`src/rtl/tow_pkg.sv`:
```
// Shared types and constants for the tug-of-war match sequencer.
package tow_pkg;

    typedef enum logic [2:0] {
        IDLE,
        DELAY,
        ARMED,
        RESULT,
        DONE
    } state_e;

    localparam int   SCORE_W_DEF = 3;
    localparam logic LEFT        = 1'b0;
    localparam logic RIGHT       = 1'b1;

endpackage

```
`src/rtl/tick_timer.sv`:
```
// Down-counter paced by slowen; expire fires on the tick that would take it from 1 to 0.
module tick_timer #(
    parameter int W = 4
) (
    input  logic         clk,
    input  logic         rst,
    input  logic         load,
    input  logic [W-1:0] load_val,
    input  logic         slowen,
    output logic         expire
);

    logic [W-1:0] cnt_q;

    always_ff @(posedge clk) begin
        if (rst) begin
            cnt_q <= '0;
        end else if (load) begin
            cnt_q <= load_val;
        end else if (slowen && (cnt_q != '0)) begin
            cnt_q <= cnt_q - W'(1);
        end
    end

    assign expire = slowen && (cnt_q == W'(1));

endmodule

```
`src/rtl/match_sequencer.sv`:
```
// Best-of-N match controller: random pre-arm wait, armed window, round attribution,
// result display and match completion, on top of the existing push/LED datapath.
module match_sequencer
    import tow_pkg::*;
#(
    parameter int WIN_ROUNDS = 3,
    parameter int DELAY_MIN  = 4,
    parameter int DELAY_BITS = 3,
    parameter int SHOW_TICKS = 8,
    parameter int SCORE_W    = SCORE_W_DEF
) (
    input  logic               clk,
    input  logic               rst,
    input  logic               slowen,
    input  logic               rand_i,
    input  logic               start,
    input  logic               sypush,
    input  logic               right,
    input  logic               tie,
    output logic               leds_on,
    output logic               clear,
    output logic               winrnd,
    output logic               round_right,
    output logic [SCORE_W-1:0] score_l,
    output logic [SCORE_W-1:0] score_r,
    output logic               match_over,
    output logic               match_winner
);

    localparam int TW = $clog2(DELAY_MIN + 2**DELAY_BITS + SHOW_TICKS);
    localparam logic [TW-1:0]      SHOW_LOAD = TW'(SHOW_TICKS);
    localparam logic [SCORE_W-1:0] WIN       = SCORE_W'(WIN_ROUNDS);

    state_e                state_q, state_d;
    logic [DELAY_BITS-1:0] rnd_q;
    logic [SCORE_W-1:0]    score_l_q, score_l_d, score_r_q, score_r_d;
    logic                  clear_q, clear_d;
    logic                  winrnd_q, winrnd_d;
    logic                  rr_q, rr_d;
    logic                  tmr_load, tmr_exp;
    logic [TW-1:0]         tmr_val, delay_load;
    logic                  match_won;

    assign delay_load = TW'(DELAY_MIN) + TW'(rnd_q);
    assign match_won  = (score_l_q == WIN) || (score_r_q == WIN);

    tick_timer #(.W(TW)) u_timer (
        .clk      (clk),
        .rst      (rst),
        .load     (tmr_load),
        .load_val (tmr_val),
        .slowen   (slowen),
        .expire   (tmr_exp)
    );

    always_comb begin
        state_d   = state_q;
        score_l_d = score_l_q;
        score_r_d = score_r_q;
        clear_d   = 1'b0;
        winrnd_d  = 1'b0;
        rr_d      = rr_q;
        tmr_load  = 1'b0;
        tmr_val   = delay_load;

        case (state_q)
            IDLE: begin
                if (start) begin
                    state_d  = DELAY;
                    tmr_load = 1'b1;
                    clear_d  = 1'b1;
                end
            end
            DELAY: begin
                // A push before the LEDs arm is a false start, even on the expiry tick.
                if (sypush) begin
                    state_d  = RESULT;
                    tmr_load = 1'b1;
                    tmr_val  = SHOW_LOAD;
                    if (!tie) begin
                        winrnd_d = 1'b1;
                        rr_d     = ~right;
                    end
                end else if (tmr_exp) begin
                    state_d = ARMED;
                end
            end
            ARMED: begin
                if (sypush) begin
                    state_d  = RESULT;
                    tmr_load = 1'b1;
                    tmr_val  = SHOW_LOAD;
                    if (!tie) begin
                        winrnd_d = 1'b1;
                        rr_d     = right;
                    end
                end
            end
            RESULT: begin
                if (tmr_exp) begin
                    if (match_won) begin
                        state_d = DONE;
                    end else begin
                        state_d  = DELAY;
                        tmr_load = 1'b1;
                        clear_d  = 1'b1;
                    end
                end
            end
            DONE: begin
                if (start) begin
                    state_d   = DELAY;
                    tmr_load  = 1'b1;
                    clear_d   = 1'b1;
                    score_l_d = '0;
                    score_r_d = '0;
                end
            end
            default: state_d = IDLE;
        endcase

        // Saturate at WIN_ROUNDS so a counter can never wrap.
        if (winrnd_d) begin
            if (rr_d == RIGHT) begin
                if (score_r_q != WIN) score_r_d = score_r_q + SCORE_W'(1);
            end else if (rr_d == LEFT) begin
                if (score_l_q != WIN) score_l_d = score_l_q + SCORE_W'(1);
            end
        end
    end

    always_ff @(posedge clk) begin
        if (rst) begin
            state_q   <= IDLE;
            rnd_q     <= '0;
            score_l_q <= '0;
            score_r_q <= '0;
            clear_q   <= 1'b0;
            winrnd_q  <= 1'b0;
            rr_q      <= 1'b0;
        end else begin
            state_q   <= state_d;
            rnd_q     <= DELAY_BITS'({rnd_q, rand_i});
            score_l_q <= score_l_d;
            score_r_q <= score_r_d;
            clear_q   <= clear_d;
            winrnd_q  <= winrnd_d;
            rr_q      <= rr_d;
        end
    end

    assign leds_on      = (state_q == ARMED);
    assign clear        = clear_q;
    assign winrnd       = winrnd_q;
    assign round_right  = rr_q;
    assign score_l      = score_l_q;
    assign score_r      = score_r_q;
    assign match_over   = (state_q == DONE);
    assign match_winner = match_over && (score_r_q == WIN);

endmodule

```
`config.mk`:
```
export PLATFORM = sky130hd
export DESIGN_NAME = match_sequencer
export DESIGN_NICKNAME = d
export VERILOG_FILES = /design/src/rtl/tow_pkg.sv /design/src/rtl/tick_timer.sv /design/src/rtl/match_sequencer.sv
export SDC_FILE = /design/constraint.sdc
export NUM_CORES = 1
export LEC_CHECK = 0
export CORE_MARGIN = 2
export CORE_UTILIZATION = 50
export CTS_BUF_LIST = sky130_fd_sc_hd__clkbuf_2
export DETAILED_ROUTE_END_ITERATION = 6
export GPL_TIMING_DRIVEN = 0
export HOLD_SLACK_MARGIN = 0.02
export PLACE_DENSITY = 0.77
export SLEW_MARGIN = 20
export SYNTH_ARGS = -nofsm -noshare
export SYNTH_HDL_FRONTEND = slang
export SYNTH_SLANG_ARGS = --single-unit
```
`constraint.sdc`:
```
create_clock -name clk -period 2.1 [get_ports clk]
set_clock_uncertainty 0.05 [all_clocks]
set_input_delay 0.525 -clock clk [delete_from_list [all_inputs] [get_ports clk]]
set_output_delay 0.525 -clock clk [all_outputs]
set_load 0.03 [all_outputs]
```
# Word-level counts from Yosys, hierarchy flattened
# Index checks and enable logic that the tools add are counted.
totals:
  reg_bits: 20
  latchBits: 0
  ramBits: 0
  rom_bits: 0
  word_cells: 71
  n_memories: 0
op_classes:
  n_addsub: 4
  n_div: 0
  n_mux: 35
  order_cmp: 0
  n_mul: 0
  bitwise_logic: 1
  reduce_logical: 10
  n_eq_ne: 13
  shift: 0
op_table:
  columns: ["op", "n"]
  rows:
  - ["3-bit two-way mux", 16]
  - ["3-bit by 2-bit == test with 1-bit output, second input constant", 4]
  - ["3-bit one-hot mux with 4 select lines", 1]
  - ["1-bit two-way mux", 11]
  - ["5-bit two-way mux", 2]
  - ["4-bit two-way mux", 2]
  - ["3-bit by 1-bit adder with 3-bit output, second input constant", 2]
  - ["3-bit by 2-bit != test with 1-bit output, second input constant", 2]
  - ["5-bit by 1-bit == test with 1-bit output, second input constant", 1]
  - ["5-bit nonzero test", 1]
  - ["5-bit by 1-bit subtractor with 5-bit output, second input constant", 1]
  - ["3-bit by 3-bit adder with 4-bit output, first input constant", 1]
  - ["2-bit != test, second input constant", 2]
  - ["1-bit one-hot mux with 2 select lines", 2]
  - ["4-bit AND reduction", 1]
  - ["2-bit OR reduction", 2]
  - ["3-bit by 1-bit == test with 1-bit output, second input constant", 1]
  - ["3-bit == test, second input constant", 1]
  - ["1-bit logical AND", 3]
  - ["3-bit zero test", 1]
  - ["3-bit != test, second input constant", 1]
  - ["1-bit one-hot mux with 3 select lines", 1]
  - ["2-bit by 1-bit != test with 1-bit output, second input constant", 1]
  - ["2-bit nonzero test", 1]
  - ["2 further kinds", 2]

# Longest topological paths before layout
# Gate-level depths: netlist of run 1.
logic_depth:
  word_depth: 6
  ltp_mapped: 7

# Hierarchy
# Synthesis of run 1 repeated with hierarchy kept, for this count alone.
unflattened:
  hier_cells: 127
  hier_area_um2: 1107.3
modules_own_cells:
  columns: ["module", "area_per_inst_um2", "cells_each", "instances"]
  rows:
  - ["match_sequencer", 782.0, 90, 1]
  - ["tick_timer", 325.3, 37, 1]

# Least setup slack after synthesis of run 1
# Ideal clock, no wire load.
synth_timing:
  kind: "register -> register"
  start: "register score_r_q[0], in the netlist score_r[0]"
  end: "register u_timer.cnt_q[1]"
  setup_slack_ns: 0.113
  t_arrival_ns: 1.821
  setup_time_ns: 0.116
  synth_period_minus_slack_ns: 1.987
  path_stages_with_launch: 7
  required_ns: 1.934
  path_cell_list: "dfxtp_1 ha_1 nor2b_1 nor2_1 a32oi_4 mux2_4 and3b_1"
synth_between:
  elab_chain_len: 6
synth_rtl:
  columns: ["element", "line_no", "text"]
  rows:
  - ["from (decl)", "match_sequencer.sv:36", "logic [SCORE_W-1:0] score_l_q, score_l_d, score_r_q, score_r_d;"]
  - ["from (signal assigned)", "match_sequencer.sv:145", "score_r_q <= score_r_d;"]
  - ["3-bit by 2-bit == test with 1-bit output *", "match_sequencer.sv:45", "assign match_won = (score_l_q == WIN) || (score_r_q == WIN);"]
  - ["1-bit logical OR *", "match_sequencer.sv:45", null]
  - ["1-bit two-way mux *", "match_sequencer.sv:101", "if (match_won) begin"]
  - ["1-bit two-way mux *", "match_sequencer.sv:100", "if (tmr_exp) begin"]
  - ["1-bit one-hot mux with 3 select lines *", "match_sequencer.sv:66", "case (state_q)"]
  - ["5-bit two-way mux or 2-bit nonzero test (tied branches)", null, null]
  - ["to (signal assigned)", "tick_timer.sv:19", "cnt_q <= load_val;"]
  - ["to (signal assigned)", "tick_timer.sv:21", "cnt_q <= cnt_q - W'(1);"]
  - ["to (decl)", "tick_timer.sv:13", "logic [W-1:0] cnt_q;"]
# Mark *: on every way between the ends. The rest lies on a longest branch, timed or not.
# A chain may end at the register's enable or synchronous reset.

# Final worst setup path of run 1
layout_timing:
  start: "register score_l_q[0], in the netlist score_l[0]"
  end: "output score_l[0]"
layout_rtl:
  columns: ["element", "line_no", "text"]
  rows:
  - ["from (decl)", "match_sequencer.sv:36", null]
  - ["from (signal assigned)", "match_sequencer.sv:144", "score_l_q <= score_l_d;"]
  - ["to (decl)", "match_sequencer.sv:24", "output logic [SCORE_W-1:0] score_l,"]
# No word-level cell between the ends.

==> results by group, run 1 <==
Setup path
  – Crit end category: output pin
  – Max incr delay on CP: 0.69 ns
  – Critical Path Slowest Stage Cell: clkdlybuf4s50_1
  – Delay-heaviest family, CP: buffers and inverters
  – Crit-path max FO: 4
  – Critical Path RT: 1.52 ns
  – Startpoint Class: flop
  – CP bufs+invs: 1
  – Cells along the critical path: clkdlybuf4s50_1
  – Worst setup path category: flop to output pin
  – Critical Path AT: 1.45 ns

Layout
  – ANT cells: 0
  – P&R area growth vs syn: 25.3%
  – Filler Cell Count: 175
  – Design area: 1380 µm²
  – Final core occ: 0.680
  – Nets: 160
  – Fin cells: 173
  – Layout cells sized above 1: 0.185

STA
  – Slew @ Worst Pin: 0.508 ns
  – Final Max Slew Viols: 0
  – Endpoints failing hold: 0
  – Min Hold Slack: 0.411 ns
  – Rel. slew slack: 0.661
  – Fmax: 493 MHz
  – Setup WS post-layout: 0.0733 ns
  – Final period utilization: 0.965
  – RSZ-0062 raised after global routing: false
  – Final Setup Violations: 0
  – Min Tclk post-route: 2.03 ns

Logic synthesis
  – Asr flop ratio synth: 0
  – Top-area cell type share of the netlist area: 0.365
  – Area fraction in compound gates after synthesis: 0.174
  – Number of synthesized flops with an enable pin: 0
  – Sequential element share of the synthesized area: 0.365
  – Largest family of logic cells by synthesized area: simple AND/OR/NAND/NOR gates
  – Top post-synthesis cells by area: dfxtp_1 (36%), ha_1 (5.7%), a21oi_1 (4.6%)
  – Post-Synth Simple-Gate Area: 0.304
  – Syn Std Cell Area: 1100 µm²
  – Post-synth top area cell: dfxtp_1
  – Mux share of post-synthesis cell area: 0.0502
  – Syn_nets: 136
  – Cells after Synth: 123
  – Post-Synth Adder-Cell Area: 0.0570
  – #FFs+latches synth: 20
  – Main flop type after synthesis: dfxtp_1
  – YS warnings: 0
  – Synth cell types: 40
  – Syn avg cell area: 8.92 µm²
  – XOR/XNOR Fraction of Synth Area: 0.0160

GRT
  – Vias in the first global route: 882
  – Met1 usage in global routing: 0.267
  – GRT overflow: 0
  – Pin count of the biggest net entering global routing: 13
  – GR met2 Demand/Resource: 0.331
  – GR peak layer: met2
  – M3 GR Usage: 0.0263
  – First-pass GRT wire length: 3950 µm
  – Total GRT Usage: 0.200
  – Initial antenna violation count: 0

Drt
  – DRC Markers: 0
  – First DRT Iteration DRCs: 21
  – 1st-pass router iterations: 4
  – Routed vias: 986
  – WL per Instance: 13.5 µm
  – DRT Wirelength: 2330 µm
  – Number of vias per cell: 5.70
  – Post-route antenna net violation count: 0

Clocking
  – CTS sink count: 20
  – CTS tree: done
  – H-tree Lvls: 1
  – Clock slew at reported path FFs: 0.22 ns
  – Max Root-Sink Buffers: 2
  – Root Driver: clkbuf_2
  – CTS Hold Bufs: 0
  – Clock insertion delay at the later pin of the skew report: 0.33 ns
  – Clock buffer count from CTS: 3

Die
  – Die W: 50.8 µm
  – Die height: 50.8 µm
  – Core region area: 2020 µm²
  – Row count: 16
  – Die footprint: 2590 µm²
  – Ports: 20
  – Initial Util: 0.543

Place
  – GPL Wtd Cong: 0.886
  – Post-DP HPWL: 1830 µm
  – Input/output buffers: 18
  – Place WS: -0.258 ns
  – Dpl cells: 168
  – Area of placed instances: 1310 µm²

Run
  – Max-cap violations: 0

Power
  – VDD IR max: 483 µV
  – Static Leak: 0.000567 µW
  – Power density cells: 712 nW/µm²

Outcome
  – Status: complete, no violations

Worst hold path
  – Hold crit path type: flop to flop
==> sequential cells by signal, summed over array words and instances (netlist names) <==
name	count
winrnd	1
score_r	3
score_l	3
u_timer.cnt_q	5
round_right	1
clear	1
state_q	3
rnd_q	3
==> cells in the mapped netlist, drive strengths merged, types with 3 or more instances <==
cell and instances:
a21oi 10, nand2 10, inv 4, mux2i 4
ha 5, nand2b 3, nand3b 5, nor2b 5
dfxtp 20, o21ai 3, clkbuf 3, nor3 5
nand3 3, a21o 3, nor2 12
==> cells in the final DEF (no fill, tap or decap), types with 2 or more instances in the layout <==
cell / instances
nor4b_1: 2
nand3_1: 3
nand2b_1: 3
dfxtp_2: 4
ha_1: 5
dfxtp_1: 16
inv_1: 4
nor2_1: 11
clkbuf_2: 3
clkdlybuf4s50_1: 15
a21oi_1: 10
a21o_1: 3
nand2_1: 10
nand3b_1: 5
mux2i_1: 4
nor3_1: 5
buf_2: 6
clkbuf_1: 2
o21ai_0: 3
nor2b_1: 4
==> per-stage QoR <==
step	total power [µW]	setup TNS, ns
after floorplan	625	0
after global placement	683	-1.31
after detailed placement	695	-1.45
after CTS	983	0
after global routing	1030	0
final	980	0
==> routing by layer <==
metal / wire (µm) / part of all wire / vias to the layer above
met5: 0 / 0 / -
met4: 12 / 0.0051 / 0
met3: 98 / 0.042 / 2
met2: 1160 / 0.50 / 25
met1: 1060 / 0.46 / 468
li1: - / - / 491
==> cells by family (layout without fill, tap and decap cells) <==
logic type | after synthesis | in the layout
AND/OR/NAND/NOR | 57 | 57
AO/OA/AOI/OAI | 25 | 25
flip-flops | 20 | 20
buffers and inverters | 9 | 32
adder cells (fa/ha/maj) | 5 | 5
multiplexers | 5 | 5
XOR/XNOR | 2 | 2
==> area by class of cell <==
class | instances | area [µm²] | share of cell area
Sequential cell | 20 | 405 | 0.295
Clock buffer | 3 | 15.0 | 0.0109
Inverter | 4 | 15.0 | 0.0109
Multi-Input combinational cell | 94 | 681 | 0.495
Buffer | 5 | 22.5 | 0.0164
Tap cell | 27 | 33.8 | 0.0246
Timing Repair Buffer | 19 | 173 | 0.126
Clock inverter | 1 | 30.0 | 0.0218
==> repair_timing <==
item,CTS,global route
hold endpoints to repair,0,0
buffers inserted,0,1
setup endpoints to repair,3,6
pin swaps,0,0
gates resized for setup,15,11
==> report_power, final <==
| group | switching (µW) | internal [µW] |
|---|---|---|
| clock network | 123 | 164 |
| registers | 31.8 | 407 |
| logic | 135 | 119 |
| total | 290 | 690 |
==> worst paths after layout <==
| kind | startpoint | cells past startpoint | to | slack (ns) |
|---|---|---|---|---|
| worst max-delay path | score_l[0]$_SDFF_PP0_ | 1 | score_l[0] | 0.07 |
| worst min-delay path | score_l[2]$_SDFF_PP0_ | 2 | score_l[2]$_SDFF_PP0_ | 0.41 |
| worst max register to register | score_l[0]$_SDFF_PP0_ | 6 | u_timer.cnt_q[1]$_SDFFE_PP0P_ | 0.14 |
| worst min register to register | score_l[2]$_SDFF_PP0_ | 2 | score_l[2]$_SDFF_PP0_ | 0.41 |
No activity file was read; power rests on OpenSTA's default activity.
==> run 2, diff against run 1 <==
--- a/config.mk
+++ b/config.mk
@@ -5,13 +5,13 @@
 export SDC_FILE = /design/constraint.sdc
 export NUM_CORES = 1
 export LEC_CHECK = 0
-export CORE_MARGIN = 2
+export CORE_MARGIN = 3
 export CORE_UTILIZATION = 50
 export CTS_BUF_LIST = sky130_fd_sc_hd__clkbuf_2
 export DETAILED_ROUTE_END_ITERATION = 6
 export GPL_TIMING_DRIVEN = 0
 export HOLD_SLACK_MARGIN = 0.02
-export PLACE_DENSITY = 0.77
+export PLACE_DENSITY = 0.84
 export SLEW_MARGIN = 20
 export SYNTH_ARGS = -nofsm -noshare
 export SYNTH_HDL_FRONTEND = slang
==> run 2 against run 1 <==
Net effect: combinational power about the same; hold slack improved by 0.0013 ns; total power decreased by 14%; die area rose by 8.0%; utilization fell by 1.5 points; non-clock buffer count shrank 1; sequential share of layout area increased by 0.59 points; via count is 2.2% lower; clock power decreased by 45%; register-to-register slack better by 0.02 ns; critical endpoint is now u_timer.cnt_q[1]$_SDFFE_PP0P_.
==> results by group, run 2 (same netlist as run 1, synthesis figures left out) <==
Outcome
  – Status: complete, no violations (unchanged)

Layout
  – Filler Cell Count: 173 (was 175)
  – Fin cells: 172 (was 173)
  – Max reg flops: 5 (unchanged)
  – ANT cells: 0 (unchanged)
  – Most frequent cells in the layout: dfxtp_1 (17), clkdlybuf4s50_1 (15), nor2_1 (11) (was dfxtp_1 (16), clkdlybuf4s50_1 (15), nor2_1 (11))
  – Biggest register: u_timer.cnt_q (unchanged)
  – P&R area growth vs syn: 22.5% (was 25.3%)
  – Nets: 159 (was 160)
  – Commonest non-fill, non-tap cell in the layout: dfxtp_1 (unchanged)
  – Layout cells sized above 1: 0.166 (was 0.185)
  – Design area: 1340 µm² (was 1380 µm²)
  – Final core occ: 0.665 (was 0.680)

Power
  – Power density cells: 630 nW/µm² (was 712 nW/µm²)
  – VDD IR max: 455 µV (was 483 µV)
  – Static Leak: 0.000545 µW (was 0.000567 µW)

Setup path
  – Critical Path AT: 2.22 ns (was 1.45 ns)
  – Crit-path max FO: 7 (was 4)
  – Startpoint Class: input port (was flop)
  – Worst setup path category: input port to flop (was flop to output pin)
  – Worst R2R Start: score_l[0]$_SDFF_PP0_ (unchanged)
  – Critical Path RT: 2.29 ns (was 1.52 ns)
  – CP startpoint: slowen (was score_l[0]$_SDFF_PP0_)
  – Crit end category: flop (was output pin)

Clocking
  – CTS sink count: 20 (unchanged)
  – CTS Hold Bufs: 0 (unchanged)
  – # Post-CTS Setup Buffers: 0 (unchanged)
  – H-tree Lvls: 1 (unchanged)
  – CTS tree: done (unchanged)
  – Clock slew at reported path FFs: 0.18 ns (was 0.22 ns)
  – Root Driver: clkbuf_2 (unchanged)
  – Clock insertion delay at the later pin of the skew report: 0.32 ns (was 0.33 ns)
  – Clock buffer count from CTS: 3 (unchanged)
  – Max Root-Sink Buffers: 2 (unchanged)

STA
  – Slew @ Worst Pin: 0.460 ns (was 0.508 ns)
  – Min Tclk post-route: 2.04 ns (was 2.03 ns)
  – Final Setup Violations: 0 (unchanged)
  – Endpoints failing hold: 0 (unchanged)
  – Min Hold Slack: 0.412 ns (was 0.411 ns)
  – Final Max Slew Viols: 0 (unchanged)
  – Fmax: 491 MHz (was 493 MHz)
  – Rel. slew slack: 0.694 (was 0.661)
  – Final period utilization: 0.969 (was 0.965)

GRT
  – Initial antenna violation count: 0 (unchanged)
  – Pin count of the biggest net entering global routing: 12 (was 13)
  – Total GRT Usage: 0.185 (was 0.200)
  – Vias in the first global route: 855 (was 882)
  – First-pass GRT wire length: 3750 µm (was 3950 µm)
  – GRT overflow: 0 (unchanged)

Worst hold path
  – Hold path start: score_l[2]$_SDFF_PP0_ (unchanged)
  – Hold crit path type: flop to flop (unchanged)

Place
  – GPL Wtd Cong: 0.837 (was 0.886)
  – Dpl cells: 168 (unchanged)
  – Post-DP HPWL: 1790 µm (was 1830 µm)
  – Input/output buffers: 18 (unchanged)
  – Area of placed instances: 1310 µm² (unchanged)

Die
  – Die footprint: 2790 µm² (was 2590 µm²)
  – Core region area: 2020 µm² (unchanged)
  – Row count: 16 (unchanged)
  – Die W: 52.8 µm (was 50.8 µm)
  – Die height: 52.8 µm (was 50.8 µm)
  – Initial Util: 0.543 (unchanged)
  – Ports: 20 (unchanged)

Drt
  – DRT Wirelength: 2350 µm (was 2330 µm)
  – Number of vias per cell: 5.60 (was 5.70)
  – First DRT Iteration DRCs: 21 (unchanged)
  – WL per Instance: 13.7 µm (was 13.5 µm)
  – 1st-pass router iterations: 4 (unchanged)
  – Post-route antenna net violation count: 0 (unchanged)
  – Routed vias: 964 (was 986)
  – DRC Markers: 0 (unchanged)

Run
  – Max-cap violations: 0 (unchanged)
[run 2: layer usage]
layer	vias to the layer above	wire length (µm)	track usage	part of all wire
met1	444	1080	0.226	0.46
met3	5	104	0.0513	0.044
li1	489	-	-	-
met4	0	30	0.0681	0.013
met5	-	0	0	0
met2	26	1130	0.304	0.48
[run 2: path summary, 6_finish.rpt]
path	to	slack (ns)	depth (start not counted)
hold reg to reg	score_l[2]$_SDFF_PP0_	0.41	2
setup / recovery	u_timer.cnt_q[1]$_SDFFE_PP0P_	0.06	6
setup reg to reg	u_timer.cnt_q[1]$_SDFFE_PP0P_	0.16	6
hold / removal	score_l[2]$_SDFF_PP0_	0.41	2
[run 2: layout make-up]
type	count	area, µm²	area share
multi-input combinational	94	676	0.503
sequential	20	404	0.301
timing repair buffer	18	174	0.129
tap	27	33.8	0.0251
buffer	5	22.5	0.0168
clock buffer	3	15.0	0.0112
inverter	4	15.0	0.0112
clock inverter	1	3.75	0.00279
[run 2: worst max-delay path, cell delays in order]
cell             delay [ns]
clkdlybuf4s50_1        0.53
nand2_1                0.10
nor4_4                 0.31
a32oi_4                0.25
mux2_4                 0.34
and3b_1                0.17
[run 2: repair_timing]
item | in CTS | in global routing
endpoints found under the hold margin | 0 | 0
gates resized for setup | 14 | 8
pin swaps | 0 | 0
endpoints found under the setup margin | 3 | 5
[run 2: stage by stage]
step | total power [µW] | setup TNS [ns] | setup slack, ns
2_1_floorplan | 625 | 0 | 0.113
3_3_place_gp | 681 | -1.08 | -0.241
3_5_place_dp | 695 | -1.56 | -0.284
4_1_cts | 851 | 0 | 0.00406
5_1_grt | 896 | -0.0143 | -0.0143
6_report | 847 | 0 | 0.0648
[run 2: power breakdown]
group | internal (µW) | switching [µW]
clock | 41.4 | 117
combinational | 116 | 135
sequential | 406 | 31.2
==> run 3, diff against run 2 <==
--- a/config.mk
+++ b/config.mk
@@ -6,13 +6,14 @@
 export NUM_CORES = 1
 export LEC_CHECK = 0
 export CORE_MARGIN = 3
-export CORE_UTILIZATION = 50
+export CORE_UTILIZATION = 25
 export CTS_BUF_LIST = sky130_fd_sc_hd__clkbuf_2
 export DETAILED_ROUTE_END_ITERATION = 6
 export GPL_TIMING_DRIVEN = 0
 export HOLD_SLACK_MARGIN = 0.02
-export PLACE_DENSITY = 0.84
+export PLACE_DENSITY = 0.51
 export SLEW_MARGIN = 20
 export SYNTH_ARGS = -nofsm -noshare
 export SYNTH_HDL_FRONTEND = slang
+export SYNTH_HIERARCHICAL = 1
 export SYNTH_SLANG_ARGS = --single-unit
==> run 3 against run 2 <==
Net effect: register-to-register slack improved by 0.06 ns; die area rose by 88%; count of clock-buffer cells in the layout stayed put; total power is 28% higher; first-iteration DRC count up 57%; area after synthesis increased by 0.91%; hold slack gained 0.014 ns; clock power up 89%; utilization shrank 32 points; critical path depth shrank 5; critical endpoint is now score_l[0].
==> results by group, run 3 <==
Logic synthesis
  – Top post-synthesis cells by area: dfxtp_1 (36%), a21oi_1 (4.5%), ha_1 (4.5%) (was dfxtp_1 (36%), ha_1 (5.7%), a21oi_1 (4.6%))
  – Cells after Synth: 127 (was 123)
  – Count leader, synth: dfxtp_1 (unchanged)
  – Top-area cell type share of the netlist area: 0.362 (was 0.365)
  – Main flop type after synthesis: dfxtp_1 (unchanged)
  – Sequential element share of the synthesized area: 0.362 (was 0.365)
  – YS warnings: 6 (was 0)
  – Syn Std Cell Area: 1110 µm² (was 1100 µm²)
  – Synth cell types: 42 (was 40)
  – Syn_nets: 139 (was 136)
  – Syn avg cell area: 8.72 µm² (was 8.92 µm²)
  – Number of synthesized flops with an enable pin: 0 (unchanged)
  – #FFs+latches synth: 20 (unchanged)
  – Asr flop ratio synth: 0 (unchanged)
  – Post-synth top area cell: dfxtp_1 (unchanged)
  – Top post-synthesis cells by count: dfxtp_1 (20), nand2_1 (11), a21oi_1 (10) (was dfxtp_1 (20), nor2_1 (12), a21oi_1 (10), nand2_1 (10))

Setup path
  – Worst setup path category: flop to output pin (was input port to flop)
  – Worst R2R Start: state_q[1]$_SDFFE_PP0P_ (was score_l[0]$_SDFF_PP0_)
  – CP bufs+invs: 1 (unchanged)
  – Crit-path max FO: 4 (was 7)
  – Cells along the critical path: clkdlybuf4s50_1 (was clkdlybuf4s50_1 -> nand2_1 -> nor4_4 -> a32oi_4 -> mux2_4 -> and3b_1)
  – Delay-heaviest family, CP: buffers and inverters (was simple AND/OR/NAND/NOR gates)
  – Crit end category: output pin (was flop)
  – CP startpoint: score_l[0]$_SDFF_PP0_ (was slowen)
  – Critical Path AT: 1.43 ns (was 2.22 ns)
  – Critical Path Slowest Stage Cell: clkdlybuf4s50_1 (unchanged)
  – Critical Path RT: 1.52 ns (was 2.29 ns)
  – Startpoint Class: flop (was input port)
  – Max incr delay on CP: 0.68 ns (was 0.53 ns)

Drt
  – 1st-pass router iterations: 4 (unchanged)
  – Routed vias: 959 (was 964)
  – First DRT Iteration DRCs: 33 (was 21)
  – Post-route antenna net violation count: 0 (unchanged)
  – DRC Markers: 0 (unchanged)
  – Number of vias per cell: 4.82 (was 5.60)
  – WL per Instance: 13.0 µm (was 13.7 µm)
  – DRT Wirelength: 2600 µm (was 2350 µm)

STA
  – Endpoints failing hold: 0 (unchanged)
  – Rel. slew slack: 0.641 (was 0.694)
  – Min Tclk post-route: 2.01 ns (was 2.04 ns)
  – Setup WS post-layout: 0.0939 ns (was 0.0648 ns)
  – Fmax: 498 MHz (was 491 MHz)
  – Final period utilization: 0.955 (was 0.969)
  – Final Setup Violations: 0 (unchanged)
  – Slew @ Worst Pin: 0.537 ns (was 0.460 ns)
  – RSZ-0062 raised after global routing: false
  – Final Max Slew Viols: 0 (unchanged)

Layout
  – Fin cells: 199 (was 172)
  – Filler Cell Count: 445 (was 173)
  – P&R area growth vs syn: 29.0% (was 22.5%)
  – Max reg flops: 5 (unchanged)
  – Reg area: 404 µm² (unchanged)
  – Layout cells sized above 1: 0.201 (was 0.166)
  – Most frequent cells in the layout: dfxtp_1 (17), clkdlybuf4s50_1 (14), nand2_1 (10) (was dfxtp_1 (17), clkdlybuf4s50_1 (15), nor2_1 (11))
  – ANT cells: 0 (unchanged)
  – Biggest register: u_timer/cnt_q (was u_timer.cnt_q)
  – Area occupied by multi-input gates: 683 µm² (was 676 µm²)
  – Commonest non-fill, non-tap cell in the layout: dfxtp_1 (unchanged)
  – Nets: 162 (was 159)

Run
  – Max-cap violations: 0 (unchanged)

Clocking
  – Clock buffer count from CTS: 3 (unchanged)
  – H-tree Lvls: 1 (unchanged)
  – Max Root-Sink Buffers: 2 (unchanged)
  – Clock slew at reported path FFs: 0.22 ns (was 0.18 ns)
  – CTS tree: done (unchanged)
  – CTS sink count: 20 (unchanged)
  – Clock insertion delay at the later pin of the skew report: 0.32 ns (about the same)
  – # Post-CTS Setup Buffers: 0 (unchanged)
  – Root Driver: clkbuf_2 (unchanged)

Power
  – Static Leak: 0.000596 µW (was 0.000545 µW)
  – Net Sw Frac: 0.328 (was 0.334)
  – Power density cells: 757 nW/µm² (was 630 nW/µm²)
  – VDD IR max: 302 µV (was 455 µV)
  – Comb power frac: 0.309 (was 0.296)
  – Clock power share: 0.276 (was 0.187)
  – Part of the power in registers: 0.415 (was 0.517)
  – Pint: 727 µW (was 564 µW)
  – Sw Pwr: 355 µW (was 283 µW)

Place
  – Dpl cells: 196 (was 168)
  – Input/output buffers: 19 (was 18)
  – Place WS: -0.605 ns (was -0.284 ns)
  – GPL Wtd Cong: 0.800 (was 0.837)
  – Post-DP HPWL: 1970 µm (was 1790 µm)

Die
  – Initial Util: 0.267 (was 0.543)
  – Die footprint: 5260 µm² (was 2790 µm²)
  – Core region area: 4140 µm² (was 2020 µm²)
  – Ports: 20 (unchanged)
  – Row count: 23 (was 16)
  – Die height: 72.6 µm (was 52.8 µm)
  – Die W: 72.6 µm (was 52.8 µm)

Outcome
  – Status: complete, no violations (unchanged)

Worst hold path
  – Hold crit path type: flop to flop (unchanged)
  – Hold path start: score_l[2]$_SDFF_PP0_ (unchanged)

GRT
  – Vias in the first global route: 914 (was 855)
  – Pin count of the biggest net entering global routing: 13 (was 12)
  – Initial antenna violation count: 0 (unchanged)
  – Total GRT Usage: 0.101 (was 0.185)
  – First-pass GRT wire length: 4230 µm (was 3750 µm)
  – GRT overflow: 0 (unchanged)
-- run 3: metal layers --
metal  GRT usage  wire length (µm)  share of wire
met3      0.0180               113          0.044
met5           0                 0              0
met4      0.0307                 8         0.0031
met1       0.134              1260           0.49
met2       0.166              1210           0.47
-- run 3: final timing paths --
path / to / slack [ns] / cells after the start
max: score_l[0] / 0.09 / 1
min: score_l[2]$_SDFF_PP0_ / 0.43 / 2
max reg2reg: u_timer/cnt_q[1]$_SDFFE_PP0P_ / 0.22 / 7
min reg2reg: score_l[2]$_SDFF_PP0_ / 0.43 / 2
-- run 3: stage by stage --
step           cell area [µm²]  total power [µW]  hold slack [ns]  TNS, ns  utilization
3_5_place_dp              1360               784            0.395    -2.93        0.328
5_1_grt                   1430              1140            0.450        0        0.345
3_3_place_gp              1360               773            0.387    -2.45        0.328
2_1_floorplan             1110               688            0.379        0            -
6_report                  1430              1080            0.426        0        0.345
4_1_cts                   1410              1080            0.419        0        0.341
-- run 3: cell type report --
cell class	count	share of cell area
plain buffers	4	0.0149
clock buffers	3	0.0105
clock inverters	1	0.0210
inverters	8	0.0210
multi-input cells	94	0.478
flip-flops and latches	20	0.283
well taps	50	0.0438
repair buffers	19	0.128
-- run 3: logic make-up after synthesis --
logic type | share of synthesized area
xor gates and xnor gates | 0.00791
and+or+nand+nor | 0.344
DFF | 0.362
other | 0.00339
muxes | 0.0362
AOI/OAI and AO/OA | 0.155
adders and majority gates | 0.0452
buffers and inverters | 0.0475
-- run 3: power by group through the flow --
stage                     combinational, µW  sequential [µW]  clock (µW)
after floorplan                         226              462           0
after global placement                  319              454           0
after detailed placement                329              456           0
after CTS                               332              448         304
after global routing                    367              454         322
final                                   334              449         299
-- run 3: repair_timing --
action	in CTS	in global routing
hold buffers	0	0
gates resized for setup	16	11
pin swaps	0	1
setup endpoints to repair	8	7
-- run 3: worst reg2reg max path: cells and delay by family, from the launching register on --
family / cells / cell delay (ns)
and+or+nand+nor: 4 / 0.55
DFF: 1 / 0.41
AOI/OAI and AO/OA: 1 / 0.33
xor gates and xnor gates: 1 / 0.25
buffers and inverters: 1 / 0.22
